## config.mk

```make
export PLATFORM = sky130hd
export DESIGN_NAME = rf_wb_arbiter_flat
export DESIGN_NICKNAME = d
export VERILOG_FILES = /design/src/rtl/rf_wb_arbiter_if.sv /design/src/rtl/rf_wb_arbiter.sv /design/src/flat_wrapper.sv
export SDC_FILE = /design/constraint.sdc
export NUM_CORES = 1
export LEC_CHECK = 0
export ABC_AREA = 1
export BUFFER_PORTS_ARGS = -buffer_cell sky130_fd_sc_hd__clkbuf_2
export CAP_MARGIN = 30
export CORE_ASPECT_RATIO = 0.75
export CORE_MARGIN = 3
export CORE_UTILIZATION = 35
export CTS_BUF_LIST = sky130_fd_sc_hd__clkbuf_2 sky130_fd_sc_hd__clkbuf_4 sky130_fd_sc_hd__clkbuf_8
export DETAILED_ROUTE_END_ITERATION = 7
export PLACE_DENSITY = 0.7
export SLEW_MARGIN = 25
export SYNTH_ARGS = -nofsm -noshare
export SYNTH_HDL_FRONTEND = slang
export SYNTH_SLANG_ARGS = --single-unit
```

## constraint.sdc

```tcl
create_clock -name clk -period 1.6 [get_ports clk]
set_input_delay 0.16 -clock clk [delete_from_list [all_inputs] [get_ports clk]]
set_output_delay 0.16 -clock clk [all_outputs]
set_load 0.05 [all_outputs]
```

## src/rtl/rf_wb_arbiter_if.sv

```systemverilog
// ---------------------------------------------------------------------------
// rf_wb_arbiter_if
//   Bundles the two write-back request channels, the register-file write
//   port and the aging debug count that surround rf_wb_arbiter.
//
//   Handshake: a requester raises reqN_valid with reqN_addr/reqN_data and
//   keeps all three stable until it sees reqN_ready. A transfer happens on
//   every rising clock edge where reqN_valid and reqN_ready are both high.
//   reqN_ready is combinational and never waits on a later valid.
//
//   Modports:
//     slave  - the arbiter: consumes requests and rf_hold, drives readies,
//              the register-file write port and wait_cnt.
//     master - the surrounding pipeline/register file (or a testbench).
// ---------------------------------------------------------------------------
interface rf_wb_arbiter_if;
    logic        req0_valid;
    logic [4:0]  req0_addr;
    logic [31:0] req0_data;
    logic        req0_ready;

    logic        req1_valid;
    logic [4:0]  req1_addr;
    logic [31:0] req1_data;
    logic        req1_ready;

    logic        rf_hold;
    logic        rf_wen;
    logic [4:0]  rf_addr_w;
    logic [31:0] rf_data_w;

    logic [3:0]  wait_cnt;

    modport slave (
        input  req0_valid, req0_addr, req0_data,
        input  req1_valid, req1_addr, req1_data,
        input  rf_hold,
        output req0_ready, req1_ready,
        output rf_wen, rf_addr_w, rf_data_w,
        output wait_cnt
    );

    modport master (
        output req0_valid, req0_addr, req0_data,
        output req1_valid, req1_addr, req1_data,
        output rf_hold,
        input  req0_ready, req1_ready,
        input  rf_wen, rf_addr_w, rf_data_w,
        input  wait_cnt
    );
endinterface

```

## src/rtl/rf_wb_arbiter.sv

```systemverilog
// ---------------------------------------------------------------------------
// rf_wb_arbiter
//   Shares the single register-file write port between port 0 (ALU) and
//   port 1 (load unit). Port 0 has fixed priority; an aging counter lets
//   port 1 override after MAX_WAIT consecutive refusals. The winning write
//   sits in a one-entry output register that drives the write port.
//
//   Parameters:
//     MAX_WAIT    - refusals port 1 tolerates before overriding (1..15).
//     R0_WRITABLE - 0: writes to x0 are acknowledged and discarded.
//
//   Ports:
//     clk    - rising-edge clock.
//     resetn - asynchronous active-low reset.
//     bus    - rf_wb_arbiter_if.slave: requests, readies, write port,
//              rf_hold stall input and wait_cnt debug count.
// ---------------------------------------------------------------------------
module rf_wb_arbiter #(
    parameter int unsigned MAX_WAIT    = 4,
    parameter bit          R0_WRITABLE = 1'b0
) (
    input  logic               clk,
    input  logic               resetn,
    rf_wb_arbiter_if.slave     bus
);

    localparam logic [3:0] MAX_WAIT_C = 4'(MAX_WAIT);

    logic        out_v_q,  out_v_d;
    logic [4:0]  addr_q,   addr_d;
    logic [31:0] data_q,   data_d;
    logic [3:0]  wait_q,   wait_d;

    logic        slot_free;
    logic        wait_full;
    logic        grant0;
    logic        grant1;
    logic [4:0]  sel_addr;
    logic [31:0] sel_data;

    always_comb begin
        // The entry is either empty or leaves this cycle, so a new one fits.
        slot_free = ~out_v_q | ~bus.rf_hold;
        wait_full = (wait_q == MAX_WAIT_C);

        grant0 = 1'b0;
        grant1 = 1'b0;
        if (resetn && slot_free) begin
            if (bus.req1_valid && wait_full) begin
                grant1 = 1'b1;
            end else if (bus.req0_valid) begin
                grant0 = 1'b1;
            end else if (bus.req1_valid) begin
                grant1 = 1'b1;
            end
        end

        sel_addr = grant1 ? bus.req1_addr : bus.req0_addr;
        sel_data = grant1 ? bus.req1_data : bus.req0_data;
    end

    always_comb begin
        out_v_d = out_v_q;
        addr_d  = addr_q;
        data_d  = data_q;
        if (grant0 || grant1) begin
            addr_d  = sel_addr;
            data_d  = sel_data;
            // A write to x0 is acknowledged but never reaches the port.
            out_v_d = (sel_addr != 5'd0) || R0_WRITABLE;
        end else if (slot_free) begin
            out_v_d = 1'b0;
        end
    end

    always_comb begin
        wait_d = wait_q;
        if (!bus.req1_valid || grant1) begin
            wait_d = 4'd0;
        end else if (slot_free && !wait_full) begin
            // Only a real arbitration round that refused port 1 ages it.
            wait_d = wait_q + 4'd1;
        end
    end

    always_ff @(posedge clk or negedge resetn) begin
        if (!resetn) begin
            out_v_q <= 1'b0;
            addr_q  <= 5'd0;
            data_q  <= 32'd0;
            wait_q  <= 4'd0;
        end else begin
            out_v_q <= out_v_d;
            addr_q  <= addr_d;
            data_q  <= data_d;
            wait_q  <= wait_d;
        end
    end

    // out_v_q clears asynchronously, so rf_wen drops the moment reset asserts.
    assign bus.rf_wen     = out_v_q & ~bus.rf_hold;
    assign bus.rf_addr_w  = addr_q;
    assign bus.rf_data_w  = data_q;
    assign bus.req0_ready = grant0;
    assign bus.req1_ready = grant1;
    assign bus.wait_cnt   = wait_q;

endmodule
```

## src/flat_wrapper.sv

```systemverilog
// flat-port wrapper written by rule: the top's interface ports become plain ports
module rf_wb_arbiter_flat 
#(
    parameter int unsigned MAX_WAIT    = 4,
    parameter bit          R0_WRITABLE = 1'b0
)
  (clk, resetn, bus_req0_valid, bus_req0_addr, bus_req0_data, bus_req1_valid, bus_req1_addr, bus_req1_data, bus_rf_hold, bus_req0_ready, bus_req1_ready, bus_rf_wen, bus_rf_addr_w, bus_rf_data_w, bus_wait_cnt);
  rf_wb_arbiter_if bus_i ();
  input  logic clk;
  input  logic resetn;
  input wire logic [$bits(bus_i.req0_valid)-1:0] bus_req0_valid;
  input wire logic [$bits(bus_i.req0_addr)-1:0] bus_req0_addr;
  input wire logic [$bits(bus_i.req0_data)-1:0] bus_req0_data;
  input wire logic [$bits(bus_i.req1_valid)-1:0] bus_req1_valid;
  input wire logic [$bits(bus_i.req1_addr)-1:0] bus_req1_addr;
  input wire logic [$bits(bus_i.req1_data)-1:0] bus_req1_data;
  input wire logic [$bits(bus_i.rf_hold)-1:0] bus_rf_hold;
  output wire logic [$bits(bus_i.req0_ready)-1:0] bus_req0_ready;
  output wire logic [$bits(bus_i.req1_ready)-1:0] bus_req1_ready;
  output wire logic [$bits(bus_i.rf_wen)-1:0] bus_rf_wen;
  output wire logic [$bits(bus_i.rf_addr_w)-1:0] bus_rf_addr_w;
  output wire logic [$bits(bus_i.rf_data_w)-1:0] bus_rf_data_w;
  output wire logic [$bits(bus_i.wait_cnt)-1:0] bus_wait_cnt;
  assign bus_i.req0_valid = bus_req0_valid;
  assign bus_i.req0_addr = bus_req0_addr;
  assign bus_i.req0_data = bus_req0_data;
  assign bus_i.req1_valid = bus_req1_valid;
  assign bus_i.req1_addr = bus_req1_addr;
  assign bus_i.req1_data = bus_req1_data;
  assign bus_i.rf_hold = bus_rf_hold;
  assign bus_req0_ready = bus_i.req0_ready;
  assign bus_req1_ready = bus_i.req1_ready;
  assign bus_rf_wen = bus_i.rf_wen;
  assign bus_rf_addr_w = bus_i.rf_addr_w;
  assign bus_rf_data_w = bus_i.rf_data_w;
  assign bus_wait_cnt = bus_i.wait_cnt;
  rf_wb_arbiter #(.MAX_WAIT(MAX_WAIT), .R0_WRITABLE(R0_WRITABLE)) u_core (.clk(clk), .resetn(resetn), .bus(bus_i));
endmodule
```

==> summary.md <==
| Metric | Value |
|---|---|
| Outcome | `complete, but fails checks` |
| Violated checks | `setup timing` |
| Vias in the first global route | `2,027` |
| Cell family with most CP delay | `flip-flops` |
| Synth warnings | `0` |
| Dpl hpwl | `4.68 mm` |
| Initial cell density of the core | `37.2%` |
| Port bufs | `122` |
| DR pass1 iterations | `4` |
| Leakage power | `0.00165 uW` |
| Max IR drop VDD | `0.522 mV` |
| Fillcell total | `519` |
| Die Y | `72.0 um` |
| Root Buffer | `clkbuf_8` |
| Total grt overflow | `0` |
| CTS sink count | `42` |
| First DRT Iteration DRCs | `97` |
| Least-Margin Pin Slew | `0.540 ns` |
| Io pins | `123` |
| Worst r2r path cells | `11` |
| Top post-synthesis cells by area | `dfrtp_1, nor2_1, nand2_1` |
| Worst R2R Start | `u_core.bus.wait_cnt[0]` |
| Rel. slew slack | `64.0%` |
| NumNets Final | `469` |
| Antenna Nets Post-Route | `0` |
| DIE WIDTH | `94.0 um` |
| Synth unique cells | `23` |
| Fin crit period | `1.68 ns` |
| Full die area | `6770 um2` |
| Pin count of the biggest net entering global routing | `43` |
| Final Setup Violations | `38` |
| First-pass GRT wire length | `9.97 mm` |
| TritonCTS clock tree | `done` |
| Hold crit path type | `input port to async pin` |
| Diodes inserted | `0` |
| Share of cells above drive strength 1 | `50.0%` |
| Core ar. | `5470 um2` |
| Area overhead of the layout relative to synthesis | `60.0%` |
| Register bit count reported by yosys | `42` |
| Crit-path slowest cell | `dfrtp_2` |
| Final std cells w/o fill | `463` |
| Synth Net Count | `325` |
| Count of final hold-check violations | `0` |
| Final WL | `6.83 mm` |
| Latest clock arrival within the worst-skew pair | `0.29 ns` |
| Syn Inst Count | `244` |
| Drt drc | `0` |
| Total vias in the final route | `2,243` |
| Top cell type's share of synthesized area | `51.7%` |
| Via density | `4.84` |
| Sequential fraction of the synthesis area | `51.7%` |
| Cell area after synthesis | `2030 um2` |
| Fin util | `59.5%` |
| R2r setup slk | `-0.07 ns` |
| Fraction of the cycle the final worst path needs | `105%` |
| Initial antenna violation count | `0` |
| RSZ-0062 raised after global routing | `true` |
| CP Capture Type | `primary output` |
| Number of max-cap violations | `0` |
| Largest stage delay on the critical path | `0.41 ns` |
| Most used cell, CP | `nand2_2` |
| CP cell instances | `inv_2 -> ha_4 -> nand2_2 -> nor2_2 -> nand2_2 -> nand2_4 -> clkinvlp_4 -> buf_8` |
| WL per Instance | `14.8 um` |
| Max-slew violations | `0` |
| GRT Resource Usage Total | `18.7%` |
| Setup crit start kind | `flip-flop` |
| PD cells | `1230 nW/um2` |
| H-tree depth | `2` |
| Rows | `23` |
| FF-to-FF End | `u_core.bus.rf_data_w[21]` |
| Worst Path Buf+Inv | `3` |
| Critical Path RT | `1.44 ns` |
| Max Fclk | `594 MHz` |
| Cells after DPL | `442` |
| GP Congestion | `0.847` |
| Largest area contributor in the netlist | `dfrtp_1` |
| Clock-pin slew on the worst setup and hold paths | `0.08 ns` |
| Cts bufs inserted | `5` |
| Critical path class | `flip-flop to primary output` |
| CP arrival | `1.52 ns` |
| Post-route setup slack | `-0.0821 ns` |
| Clock Skew | `0.00356 ns` |
| CP Max Fanout | `3` |
| Hold buffer count at CTS | `0` |
| Syn Area/Cell | `8.33 um2` |
| Bufs on Longest Clock Path | `2` |
==> synth_stat cells <==
cell type  instances
nor2_2             1
buf_4              3
o21ai_1           21
nand4_1            1
a21oi_1            1
buf_6              1
nand3_2            1
dfrtp_1           42
nand2_4            3
xor2_1             1
o22ai_1           11
ha_1               2
nor3_1            11
o21ai_0           24
nand3_1            8
nor2_1            45
buf_2             10
nand2_1           37
a31oi_1            4
inv_2              2
inv_1             10
nand2_2            4
nor2_4             1
==> logic make-up (layout without fill, tap and decap cells) <==
| group | count (synthesis) | in the layout | synth area share, % |
|---|---|---|---|
| xor+xnor | 1 | 1 | 0.431 |
| fa+ha+maj | 2 | 2 | 1.23 |
| flops | 42 | 42 | 51.7 |
| compound gates | 61 | 61 | 15.9 |
| simple gates | 112 | 113 | 24.4 |
| buf+inv | 26 | 169 | 6.34 |
==> worst register-to-register path, stage by stage (launching register included) <==
cell       delay (ns)
dfrtp_2          0.41
inv_2            0.09
ha_4             0.16
nand2_2          0.06
nor2_2           0.12
nand2_2          0.07
nand2_4          0.08
buf_4            0.14
nand2_8          0.09
clkbuf_16        0.18
o21ai_0          0.08
o21ai_1          0.09
==> cells in the final DEF, fill, tap and decap left out, types with 2 or more instances in the layout <==
cell type and n:
inv_2 2, nand3_1 8, o22ai_1 3, nor2_2 4, dfrtp_2 3, dfrtp_1 39, inv_8 2, nand2_8 2
clkbuf_8 6, buf_12 2, nor2_1 42, o22ai_2 7, o21ai_2 4, nand2_4 3, clkbuf_2 120, nand2_1 35
nand2_2 5, buf_4 21, clkbuf_16 4, inv_1 7, buf_6 2, a31oi_1 4, o21ai_1 20, o21ai_0 21
nor3_1 11
==> where the power goes <==
| part | internal (uW) | switching [uW] |
|---|---|---|
| Combinational | 505 | 1230 |
| Clock | 500 | 364 |
| Sequential | 1270 | 141 |
| Total | 2280 | 1740 |
==> registers in the layout, summed over array words and instances (netlist names) <==
register              cells
u_core.bus.rf_addr_w      5
u_core.out_v_q            1
u_core.bus.wait_cnt       4
u_core.bus.rf_data_w     32
==> final cells by class <==
| class | count | area [um2] | area share, % |
|---|---|---|---|
| clock inverter | 1 | 30.0 | 0.923 |
| clock buffer | 6 | 82.6 | 2.54 |
| timing repair buffer | 150 | 936 | 28.8 |
| sequential | 42 | 1050 | 32.4 |
| multi-input combinational | 177 | 992 | 30.5 |
| tap | 75 | 93.8 | 2.88 |
| inverter | 12 | 63.8 | 1.96 |
==> metrics by stage <==
step | total power (uW) | setup slack [ns] | instance area [um2] | hold slack [ns] | setup TNS, ns
2_1_floorplan | 2530 | -0.0404 | 2080 | -0.136 | -0.448
3_3_place_gp | 2990 | 0.0523 | 2820 | 0.360 | 0
3_5_place_dp | 3020 | -0.0207 | 2820 | 0.366 | -0.0300
4_1_cts | 3920 | -0.0948 | 3010 | 0.0414 | -0.255
5_1_grt | 4220 | -0.155 | 3250 | 0.0726 | -4.85
6_report | 4010 | -0.0821 | 3250 | 0.0280 | -1.46
==> routing by layer <==
layer	routed length, um	track usage [%]	vias up
met5	0	0	-
met4	25	2.88	0
met3	710	5.60	3
met2	3060	29.7	106
met1	3040	25.9	1029
li1	-	-	1105
==> worst max-delay path by stage <==
stage / start / endpoint / slack, ns / depth (start not counted)
finish: u_core.bus.wait_cnt[0] / bus_req0_ready / -0.08 / 8
global placement: u_core.bus.wait_cnt[1] / u_core.bus.rf_data_w[25] / 0.05 / 9
detailed placement: u_core.bus.wait_cnt[1] / u_core.bus.rf_data_w[25] / -0.02 / 9
global route: u_core.bus.wait_cnt[1] / u_core.bus.rf_data_w[21] / -0.16 / 11
floorplan: u_core.bus.wait_cnt[0] / u_core.out_v_q / -0.04 / 12
CTS: u_core.bus.wait_cnt[1] / bus_req0_ready / -0.09 / 8
==> timing repair <==
| item | CTS | global route |
|---|---|---|
| resized for setup | 15 | 22 |
| setup endpoints to repair | 7 | 42 |
| buffers inserted | 2 | 7 |
| gates cloned | 0 | 5 |
| pin swaps | 1 | 5 |
Power figures use the tool's default switching activity.
